===== src/rtl/qam_bit_sched.sv =====
// qam_bit_sched: paces a serial bit generator with a programmable bit-rate
// strobe, packs BITS_PER_SYM bits (first bit = MSB) into one QAM symbol,
// presents it to the mapper over valid/ready and tracks frame boundaries.
//
// Ports:
//   clock, reset    - system clock, asynchronous active-low reset
//   enable          - run request; a stop takes effect only after a handshake
//   div             - clock cycles per bit minus 1, latched on each FILL entry
//   gen_en          - one-cycle strobe advancing the generator
//   adat_ki         - generator bit, sampled when gen_en=1
//   sym_data/sym_valid/sym_ready - symbol handshake to the mapper
//   frame_start     - marks symbol index 0 of a frame (qualified by sym_valid)
//   busy            - state is not IDLE
//   sym_cnt         - saturating count of accepted symbols
//                     (only with QAM_BIT_SCHED_SYMCNT_EN defined)
module qam_bit_sched #(
    parameter int unsigned BITS_PER_SYM = 4,
    parameter int unsigned DIV_W        = 8,
    parameter int unsigned FRAME_LEN    = 64
) (
    input  logic                    clock,
    input  logic                    reset,
    input  logic                    enable,
    input  logic [DIV_W-1:0]        div,
    output logic                    gen_en,
    input  logic                    adat_ki,
    output logic [BITS_PER_SYM-1:0] sym_data,
    output logic                    sym_valid,
    input  logic                    sym_ready,
    output logic                    frame_start,
`ifdef QAM_BIT_SCHED_SYMCNT_EN
    output logic [15:0]             sym_cnt,
`endif
    output logic                    busy
);

    localparam int unsigned BCNT_W = (BITS_PER_SYM > 1) ? $clog2(BITS_PER_SYM) : 1;
    localparam int unsigned FCNT_W = (FRAME_LEN > 1) ? $clog2(FRAME_LEN) : 1;

    typedef enum logic [1:0] {
        ST_IDLE  = 2'd0,
        ST_FILL  = 2'd1,
        ST_VALID = 2'd2
    } state_t;

    state_t                  state_q, state_d;
    logic [DIV_W-1:0]        div_q, div_d;
    logic [DIV_W-1:0]        div_cnt_q, div_cnt_d;
    logic [BCNT_W-1:0]       bit_cnt_q, bit_cnt_d;
    logic [FCNT_W-1:0]       frame_cnt_q, frame_cnt_d;
    logic [BITS_PER_SYM-1:0] shift_q, shift_d;
    logic [BITS_PER_SYM-1:0] sym_data_q, sym_data_d;
    logic                    frame_start_q, frame_start_d;
`ifdef QAM_BIT_SCHED_SYMCNT_EN
    logic [15:0]             sym_cnt_q, sym_cnt_d;
`endif

    logic strobe;
    logic last_bit;
    logic [BITS_PER_SYM-1:0] shifted;

    // Bit strobe decoded straight from registers: last count of the divider
    assign strobe   = (state_q == ST_FILL) && (div_cnt_q == div_q);
    assign last_bit = (bit_cnt_q == BCNT_W'(BITS_PER_SYM - 1));
    // Shift in the new bit; the cast drops the oldest bit (also covers 1-bit symbols)
    assign shifted  = BITS_PER_SYM'({shift_q, adat_ki});

    // State register
    always_ff @(posedge clock or negedge reset) begin
        if (!reset) begin
            state_q       <= ST_IDLE;
            div_q         <= '0;
            div_cnt_q     <= '0;
            bit_cnt_q     <= '0;
            frame_cnt_q   <= '0;
            shift_q       <= '0;
            sym_data_q    <= '0;
            frame_start_q <= 1'b0;
`ifdef QAM_BIT_SCHED_SYMCNT_EN
            sym_cnt_q     <= '0;
`endif
        end else begin
            state_q       <= state_d;
            div_q         <= div_d;
            div_cnt_q     <= div_cnt_d;
            bit_cnt_q     <= bit_cnt_d;
            frame_cnt_q   <= frame_cnt_d;
            shift_q       <= shift_d;
            sym_data_q    <= sym_data_d;
            frame_start_q <= frame_start_d;
`ifdef QAM_BIT_SCHED_SYMCNT_EN
            sym_cnt_q     <= sym_cnt_d;
`endif
        end
    end

    // Next-state logic
    always_comb begin
        state_d       = state_q;
        div_d         = div_q;
        div_cnt_d     = div_cnt_q;
        bit_cnt_d     = bit_cnt_q;
        frame_cnt_d   = frame_cnt_q;
        shift_d       = shift_q;
        sym_data_d    = sym_data_q;
        frame_start_d = frame_start_q;
`ifdef QAM_BIT_SCHED_SYMCNT_EN
        sym_cnt_d     = sym_cnt_q;
`endif
        case (state_q)
            ST_IDLE: begin
                // A new run always begins a new frame
                frame_cnt_d = '0;
                if (enable) begin
                    state_d   = ST_FILL;
                    div_d     = div;
                    div_cnt_d = '0;
                    bit_cnt_d = '0;
                    shift_d   = '0;
                end
            end
            ST_FILL: begin
                if (strobe) begin
                    shift_d   = shifted;
                    div_cnt_d = '0;
                    bit_cnt_d = bit_cnt_q + 1'b1;
                    if (last_bit) begin
                        state_d       = ST_VALID;
                        bit_cnt_d     = '0;
                        sym_data_d    = shifted;
                        frame_start_d = (frame_cnt_q == '0);
                    end
                end else begin
                    div_cnt_d = div_cnt_q + 1'b1;
                end
            end
            ST_VALID: begin
                if (sym_ready) begin
                    frame_start_d = 1'b0;
                    frame_cnt_d   = (frame_cnt_q == FCNT_W'(FRAME_LEN - 1)) ? '0
                                                                            : frame_cnt_q + 1'b1;
`ifdef QAM_BIT_SCHED_SYMCNT_EN
                    if (sym_cnt_q != 16'hFFFF) begin
                        sym_cnt_d = sym_cnt_q + 16'd1;
                    end
`endif
                    if (enable) begin
                        state_d   = ST_FILL;
                        div_d     = div;
                        div_cnt_d = '0;
                        bit_cnt_d = '0;
                        shift_d   = '0;
                    end else begin
                        state_d = ST_IDLE;
                    end
                end
            end
            default: begin
                state_d = ST_IDLE;
            end
        endcase
    end

    // Output decode
    always_comb begin
        gen_en      = strobe;
        sym_valid   = (state_q == ST_VALID);
        sym_data    = sym_data_q;
        frame_start = frame_start_q;
        busy        = (state_q != ST_IDLE);
`ifdef QAM_BIT_SCHED_SYMCNT_EN
        sym_cnt     = sym_cnt_q;
`endif
    end

endmodule


===== config.mk =====
export PLATFORM = sky130hd
export DESIGN_NAME = qam_bit_sched
export DESIGN_NICKNAME = d
export VERILOG_FILES = /design/src/rtl/qam_bit_sched.sv
export SDC_FILE = /design/constraint.sdc
export NUM_CORES = 1
export LEC_CHECK = 0
export BUFFER_PORTS_ARGS = -buffer_cell sky130_fd_sc_hd__buf_2
export CORE_AREA = 2 2 70 72
export DETAILED_ROUTE_END_ITERATION = 10
export DIE_AREA = 0 0 72 74
export GPL_TIMING_DRIVEN = 0
export PLACE_DENSITY = 0.58
export SETUP_SLACK_MARGIN = 0.3
export SYNTH_ARGS = -nofsm -noshare
export SYNTH_HDL_FRONTEND = slang
export SYNTH_SLANG_ARGS = --single-unit

===== constraint.sdc =====
create_clock -name clock -period 3.8 [get_ports clock]
set_clock_uncertainty 0.2 [all_clocks]
set_input_delay 0 -clock clock [delete_from_list [all_inputs] [get_ports clock]]
set_output_delay 0 -clock clock [all_outputs]
set_load 0.005 [all_outputs]

==> results of run 1 <==
-- through the flow --
| step | cell area (um^2) | utilization [%] | setup slack (ns) |
|---|---|---|---|
| after floorplan | 1890 | - | 2.00 |
| after global placement | 2050 | 44.7 | 1.85 |
| after detailed placement | 2050 | 44.7 | 1.81 |
| after CTS | 2250 | 49.0 | 1.81 |
| after global routing | 2250 | 49.0 | 1.72 |
| final | 2250 | 49.0 | 1.82 |
-- placed cells by master, fill, tap and decap left out, types with 2 or more instances in the layout --
| cell type | instances |
|---|---|
| a2111oi_0 | 2 |
| a21o_1 | 3 |
| a22o_1 | 5 |
| a31o_2 | 2 |
| and3_1 | 4 |
| buf_2 | 20 |
| buf_4 | 2 |
| clkbuf_1 | 2 |
| clkbuf_8 | 6 |
| dfrtp_1 | 34 |
| dlygate4sd3_1 | 11 |
| ha_1 | 4 |
| inv_1 | 7 |
| mux2_2 | 12 |
| mux2_4 | 4 |
| nand2_1 | 11 |
| nand2b_1 | 3 |
| nand3_1 | 5 |
| nand4_2 | 2 |
| nor2_1 | 3 |
| nor2b_1 | 5 |
| o211ai_1 | 2 |
| o21ai_0 | 8 |
| o31ai_1 | 3 |
| xnor2_1 | 7 |
| xnor2_2 | 2 |
-- path summary, 6_finish.rpt --
kind / startpoint / endpoint / slack [ns] / cells after the start
setup / recovery: div_cnt_q[4] / sym_data[0] / 1.82 / 4
setup reg to reg: div_cnt_q[4] / sym_data[0] / 1.82 / 4
hold reg to reg: sym_data[0] / sym_data[0] / 0.31 / 1
min in group asynchronous: reset / frame_cnt_q[0] / 0.13 / 2
hold / removal: enable / div_q[0] / 0.07 / 3
max in group asynchronous: reset / sym_data[0] / 2.79 / 2
-- worst max-delay path, stage by stage, from the launching register on --
cell and delay [ns]:
dfrtp_1 0.49, xnor2_2 0.20, nand4_2 0.22, nor3_4 0.43
mux2_4 0.33
-- registers in the layout, indices dropped and copies added, names as in the netlist --
signal / cells
sym_data: 4
div_cnt_q: 8
frame_start: 1
bit_cnt_q: 2
frame_cnt_q: 6
state_q: 2
shift_q: 3
div_q: 8
-- cells by family (layout without fill, tap and decap cells) --
family	after synthesis	count (layout)	share of synthesized area, %
compound gates	36	36	15.3
xor+xnor	11	11	6.88
fa+ha+maj	4	4	2.65
buf+inv	12	50	3.24
flops	34	34	45.0
mux	16	16	10.3
simple gates	48	48	16.6
-- power by group through the flow --
| stage | Clock, mW | Sequential, mW | Combinational [mW] |
|---|---|---|---|
| floorplan | 0 | 0.520 | 0.301 |
| global placement | 0 | 0.539 | 0.351 |
| detailed placement | 0 | 0.544 | 0.361 |
| CTS | 0.286 | 0.537 | 0.371 |
| global route | 0.302 | 0.551 | 0.408 |
| finish | 0.279 | 0.535 | 0.367 |
-- layout make-up --
class                   count  area share, %
multi-input cells         115           43.4
clock buffers               7           3.83
repair buffers             30           9.10
well taps                  54           3.00
clock inverters             1          0.222
flip-flops and latches     34           37.7
plain buffers               5           1.55
inverters                   7           1.17
-- metal layers --
metal / up-vias / routed length [um]
met2: 29 / 1860
met3: 7 / 138
met4: 0 / 51
li1: 660 / -
met5: - / 0
met1: 676 / 1730
-- cell usage after synthesis (2+ instances only) --
| cell | n | area (um^2) |
|---|---|---|
| nand2b_1 | 3 | 18.8 |
| dfrtp_1 | 34 | 851 |
| inv_1 | 7 | 26.3 |
| o31ai_1 | 3 | 22.5 |
| ha_1 | 4 | 50.1 |
| buf_4 | 2 | 15.0 |
| xnor2_2 | 2 | 32.5 |
| o21ai_0 | 8 | 40.0 |
| xnor2_1 | 7 | 61.3 |
| nand2_1 | 11 | 41.3 |
| a2111oi_0 | 2 | 17.5 |
| o211ai_1 | 2 | 15.0 |
| mux2_2 | 12 | 135 |
| mux2_4 | 4 | 60.1 |
| and3_1 | 4 | 25.0 |
| a31o_2 | 2 | 17.5 |
| nor2b_1 | 5 | 31.3 |
| nand3_1 | 5 | 25.0 |
| a22o_1 | 5 | 43.8 |
| nor2_1 | 3 | 11.3 |
| nand4_2 | 2 | 25.0 |
| a21o_1 | 3 | 22.5 |
==> out/qor.txt, run 1 <==
Drt drc - 0
# resized after CTS - 0
Core area - 4600 um^2
Setup crit end kind - flop
Sequential cell area fraction in the yosys report - 45.0%
Crit start category - flop
Max Freq - 505 MHz
Status - finished, final reports clean
Die X - 72 um
Max Root-Sink Buffers - 2
DIE AREA - 5330 um^2
H-Tree Depth - 2
Initial antenna violation count - 0
Final TNS setup - 0 ns
Layout cells sized above 1 - 33.2%
Leakage power figure - 1.03 nW
Sequential fraction of design power - 45.3%
Detailed Route Iter0 Violations - 37
Total GRT Usage - 16.1%
Port Buf Inserts - 19
Cells after Synth - 161
# rows - 25
EDFF count, synth - 0
Combinational Power Share - 31.1%
Total gr overflow - 0
Max IR drop VDD - 0.250 mV
Clk network pwr share - 23.6%
Routed wire length - 3770 um
Reg area - 851 um^2
First-pass GRT wire length - 6640 um
Antenna diodes - 0
Pint - 0.786 mW
Vias - 1372
Cell Pwr Density - 523 nW/um^2
Worst Path Max Fanout - 7
Top_reg_cell synth - dfrtp_1
CTS Sinks - 34
Kind of critical path - reg2reg
MaxCap Viol Count - 0
Drt pass-1 iters - 4
Syn Nets - 178
Switching Share - 33.4%
Period minus WS final - 1.98 ns
Worst-Margin Slew - 0.768 ns
Non-filler cells, final - 253
Worst slew margin - 48.8%
Met1 Track Usage GR - 19.8%
Synth warn - 0
Avg Inst Size Synth - 11.7 um^2
Final setup vio count - 0
Final ANT Viol Nets - 0
Worst path required time - 3.77 ns
Design Power - 1.18 mW
CTS Buf Count - 5
Fraction of registers with async set/reset - 100%
Worst-Skew Late Latency - 0.28 ns
Area growth syn-to-layout - 19.3%
Met2 track demand over resource - 28.1%
Final Cycle Share - 52.1%
Final GP Congestion - 0.868
I/O Pins - 21
Fin. Hold Viols - 0
Die height - 74 um
CTS clk-pin slew, worst paths - 0.07 ns
Worst Hold Class - in2reg
CTS tree - yes
Arrival @ worst endpoint - 1.95 ns
Max Slew Vio Count - 0
# fillers - 417
Final nets - 215
RSZ-0062 raised after global routing - false
#FFs+latches synth - 34
Distinct cells, synth - 53
Starting density of the core - 41.1%
Wirelength per Cell - 14.9 um
HPWL after DPL - 2640 um
Area of the multi-input gates - 978 um^2
Fin Hold WS - 0.0731 ns
CTS root buffer - clkbuf_8
Post-CTS Setup Inserts - 0
Gr busiest metal - met2
Vias per cell - 5.42
Maximum number of pins on one net before global-route repair - 35
Vias in the first global route - 1419
Placed cell count - 234
Cell Area, Synth - 1890 um^2
Met3 global-route usage - 3.66%
P_sw - 0.394 mW
Hold_buf cts - 11
Note: power is estimated with default switching activity, not from simulation.
==> inputs of run 2 (changes only) <==
Clock period 3.8 ns to 2 ns, I/O delays scaled along.
==> out/qor.txt, run 2 (synthesis gave the netlist of run 1 again) <==
Final setup vio count - 0
Die X - 72 um
Vias per cell - 5.38
Port Buf Inserts - 19
Worst Hold Class - in2async
Leakage power figure - 1.25 nW
Area of the multi-input gates - 1200 um^2
Setup crit end kind - flop
Core area - 4600 um^2
Maximum number of pins on one net before global-route repair - 35
Total gr overflow - 0
Kind of critical path - reg2reg
Period minus WS final - 1.81 ns
Final GP Congestion - 0.862
Final ANT Viol Nets - 0
Worst Path Max Fanout - 5
Initial antenna violation count - 0
Largest regs - div_cnt_q (8), div_q (8), frame_cnt_q (6)
MaxCap Viol Count - 0
Most frequent cells in the layout - buf_4, dfrtp_1, buf_2
DP Worst Slack - 0.0180 ns
DIE AREA - 5330 um^2
HPWL after DPL - 2760 um
Combinational Power Share - 43.0%
Cell Pwr Density - 1110 nW/um^2
Vias - 1512
CP max stage delay - 0.49 ns
Worst-Skew Late Latency - 0.28 ns
Fin Hold WS - 0.128 ns
Max IR drop VDD - 0.742 mV
Area growth syn-to-layout - 45.5%
Worst slew margin - 49.1%
Reg area - 862 um^2
Worst-Margin Slew - 0.763 ns
CTS Buf Count - 5
Drt pass-1 iters - 4
CTS clk-pin slew, worst paths - 0.07 ns
Final nets - 244
Crit start category - flop
Antenna diodes - 0
Drt drc - 0
CTS root buffer - clkbuf_8
Clk network pwr share - 20.8%
Crit path max-delay family - flip-flops
Worst path cell trace - xnor2_4, nand4_4, nor3_4, buf_6, mux2_4
CTS tree - yes
Critical-path top delay cell - dfrtp_2
Detailed Route Iter0 Violations - 45
# fillers - 367
Layout cells sized above 1 - 54.6%
Routed wire length - 4430 um
Pint - 2.04 mW
Final Cycle Share - 90.3%
Max Freq - 554 MHz
Fin util - 59.8%
Total GRT Usage - 17.7%
RSZ-0062 raised after global routing - true
Worst path required time - 1.96 ns
Fin. Hold Viols - 0
Wirelength per Cell - 15.8 um
Sequential fraction of design power - 36.2%
Status - finished, final reports clean
WP buf/inv - 1
Arrival @ worst endpoint - 1.77 ns
Final TNS setup - 0 ns
# rows - 25
I/O Pins - 21
P_sw - 0.997 mW
Final worst setup slack - 0.194 ns
Switching Share - 32.8%
Starting density of the core - 41.1%
First-pass GRT wire length - 7020 um
CTS Sinks - 34
H-Tree Depth - 2
Max Slew Vio Count - 0
Max Root-Sink Buffers - 2
Vias in the first global route - 1430
Die height - 74 um
==> run 2: cell count changes in the layout (fill, tap and decap cells not counted), moves of 4 or more <==
| cell | previous run | this run |
|---|---|---|
| xnor2_4 | 1 | 5 |
| buf_4 | 2 | 25 |
| o21ai_0 | 8 | 4 |
| dfrtp_1 | 34 | 25 |
| mux2_2 | 12 | 5 |
| mux2_4 | 4 | 11 |
| buf_6 | 1 | 7 |
| xnor2_1 | 7 | 2 |
| dfrtp_2 | 0 | 9 |
==> run 2: path summary, 6_finish.rpt <==
check	start	end	slack, ns	cells past startpoint
setup reg to reg	div_cnt_q[0]	sym_data[2]	0.19	5
hold reg to reg	sym_data[3]	sym_data[3]	0.31	1
max in group asynchronous	reset	div_cnt_q[5]	0.93	2
hold / removal	reset	div_cnt_q[3]	0.13	2
setup / recovery	div_cnt_q[0]	sym_data[2]	0.19	5
min in group clock	enable	div_cnt_q[6]	0.14	5
==> run 2: per-layer routing <==
metal  vias up  track usage [%]  share of wire, %
li1        727                -                 -
met1       750             22.4                43
met2        28             28.6                53
met3         7             5.83               2.8
met4         0             6.50               1.7
met5         -                0                 0
==> run 2: worst register-to-register path, delay by kind of cell (launching register included) <==
| kind | cells | cell delay (ns) |
|---|---|---|
| xor+xnor | 1 | 0.19 |
| buf+inv | 1 | 0.14 |
| flops | 1 | 0.49 |
| mux | 1 | 0.29 |
| simple gates | 2 | 0.38 |
==> run 2: layout make-up <==
| class | instances | area share [%] |
|---|---|---|
| Timing Repair Buffer | 59 | 16.1 |
| Clock buffer | 6 | 3.00 |
| Multi-Input combinational cell | 115 | 43.7 |
| Sequential cell | 34 | 31.3 |
| Clock inverter | 1 | 1.09 |
| Tap cell | 54 | 2.46 |
| Inverter | 7 | 0.955 |
| Buffer | 5 | 1.46 |
==> run 2: power groups by stage <==
| stage | clock (mW) | combinational, mW | sequential (mW) |
|---|---|---|---|
| after floorplan | 0 | 0.623 | 0.996 |
| after global placement | 0 | 0.721 | 1.04 |
| after detailed placement | 0 | 0.740 | 1.04 |
| after CTS | 0.656 | 1.04 | 1.05 |
| after global routing | 0.699 | 1.39 | 1.13 |
| final | 0.633 | 1.31 | 1.10 |
==> run 2: metrics by stage <==
| step | cell area, um^2 | total power [mW] | cells |
|---|---|---|---|
| detailed placement | 2100 | 1.78 | 234 |
| global placement | 2100 | 1.76 | 234 |
| global route | 2750 | 3.22 | 281 |
| finish | 2750 | 3.04 | 281 |
| CTS | 2570 | 2.74 | 271 |
| floorplan | 1940 | 1.62 | 161 |
==> run 2: what timing repair did <==
| action | in CTS | in global routing |
|---|---|---|
| gates cloned | 1 | 0 |
| endpoints found under the setup margin | 31 | 26 |
| hold endpoints to repair | 48 | 0 |
| resized for setup | 23 | 28 |
| hold buffers | 11 | 0 |
| pin swaps | 10 | 17 |
| setup buffers | 18 | 10 |
==> inputs of run 3 (changes only) <==
Settings changed: PLACE_DENSITY 0.58 to default, PLACE_DENSITY_LB_ADDON from default to 0.05.
Clock period 2 ns to 2.1 ns, I/O delays scaled along.
==> out/qor.txt, run 3 (synthesis gave the netlist of run 1 again) <==
Status - finished, final reports clean
WL met2 - 1950 um
Vias per cell - 5.45
MaxCap Viol Count - 0
Kind of critical path - reg2reg
Worst-Margin Slew - 0.777 ns
Die height - 74 um
CTS root buffer - clkbuf_8
CTS Sinks - 34
Vias in the first global route - 1474
CTS Buf Count - 5
Fin. Hold Viols - 0
H-Tree Depth - 2
Final Cycle Share - 86.3%
Max Slew Vio Count - 0
Highest metal used - met4
Max IR drop VDD - 0.526 mV
Worst-Skew Late Latency - 0.29 ns
Max Root-Sink Buffers - 2
Routed wire length - 3950 um
Drt drc - 0
Arrival @ worst endpoint - 1.79 ns
Wirelength per Cell - 14.8 um
Largest regs - div_cnt_q (8), div_q (8), frame_cnt_q (6)
Initial antenna violation count - 0
Non-filler cells, final - 267
CTS clk-pin slew, worst paths - 0.07 ns
RSZ-0062 raised after global routing - true
Drt pass-1 iters - 4
Reg2reg setup slack - 0.29 ns
Detailed Route Iter0 Violations - 45
Area growth syn-to-layout - 33.7%
Setup crit end kind - flop
I/O Pins - 21
Worst Hold Class - in2reg
Final setup vio count - 0
First-pass GRT wire length - 6750 um
Final GP Congestion - 0.768
Layout cells sized above 1 - 45.1%
Met3 WL - 172 um
Final ANT Viol Nets - 0
Port Buf Inserts - 19
Reg2Reg Depth - 5
Period minus WS final - 1.81 ns
Worst Path Max Fanout - 5
HPWL after DPL - 2640 um
Most frequent cells in the layout - dfrtp_1, buf_2, buf_4
Cell Pwr Density - 1030 nW/um^2
Worst path required time - 2.08 ns
Maximum number of pins on one net before global-route repair - 35
Total gr overflow - 0
M1 WL - 1780 um
Leakage power figure - 1.14 nW
Placed cell count - 234
Antenna diodes - 0
Crit start category - flop
Starting density of the core - 41.1%
Final TNS setup - 0 ns
Crit path launch - div_cnt_q[0]
Total GRT Usage - 16.4%
Final nets - 230
Commonest non-fill, non-tap cell in the layout - dfrtp_1
Worst hold stages - 5
Die X - 72 um
Max Freq - 552 MHz
Reg2reg start - div_cnt_q[0]
Vias - 1454
Core area - 4600 um^2
Worst slew margin - 48.2%
DIE AREA - 5330 um^2
# rows - 25
Hold wc startpoint - enable
CTS tree - yes
[run 3: area by class of cell]
type,instances,area [um^2]
tap,54,67.6
multi-input combinational,115,1080
buffer,5,38.8
timing repair buffer,45,337
sequential,34,860
fill,417,2070
inverter,7,28.8
clock buffer,6,82.6
clock inverter,1,30.0
[run 3: layer usage]
| layer | track usage [%] | up-vias |
|---|---|---|
| met4 | 5.45 | 0 |
| met2 | 28.5 | 35 |
| met5 | 0 | - |
| li1 | - | 694 |
| met3 | 4.61 | 5 |
| met1 | 19.7 | 720 |
[run 3: critical path, cell delays in order (launching register included)]
cell,delay (ns)
dfrtp_2,0.45
xnor2_2,0.23
nand4_4,0.18
nor3_4,0.19
buf_12,0.14
mux2_4,0.29
[run 3: path summary, 6_finish.rpt]
| path | endpoint |
|---|---|
| min in group asynchronous | div_q[4] |
| max in group asynchronous | state_q[1] |
| worst min register to register | sym_data[3] |
| worst max register to register | sym_data[0] |
| worst max-delay path | sym_data[0] |
| worst min-delay path | div_cnt_q[0] |
[run 3: stage by stage]
step	setup WS (ns)	total power [mW]	util, %	hold slack [ns]	area [um^2]
2_1_floorplan	0.302	1.49	-	-0.496	1890
3_3_place_gp	0.121	1.62	44.7	-0.0790	2050
3_5_place_dp	0.0966	1.63	44.7	-0.0709	2050
4_1_cts	0.301	2.49	52.9	0.102	2430
5_1_grt	0.226	2.76	55.0	0.124	2530
6_report	0.287	2.61	55.0	0.0865	2530
[run 3: repair_timing]
| item | in CTS | in global routing |
|---|---|---|
| hold buffers | 11 | 0 |
| pin swaps | 8 | 4 |
| endpoints found under the hold margin | 49 | 0 |
| endpoints found under the setup margin | 14 | 20 |
| resized for setup | 18 | 10 |
| buffers inserted | 9 | 6 |
[run 3: report_power, final]
part           internal [mW]  switching (mW)  total, mW  leakage [nW]
logic                  0.557           0.419      0.975         0.643
registers              0.813           0.201       1.01         0.435
clock network          0.380           0.245      0.625        0.0573
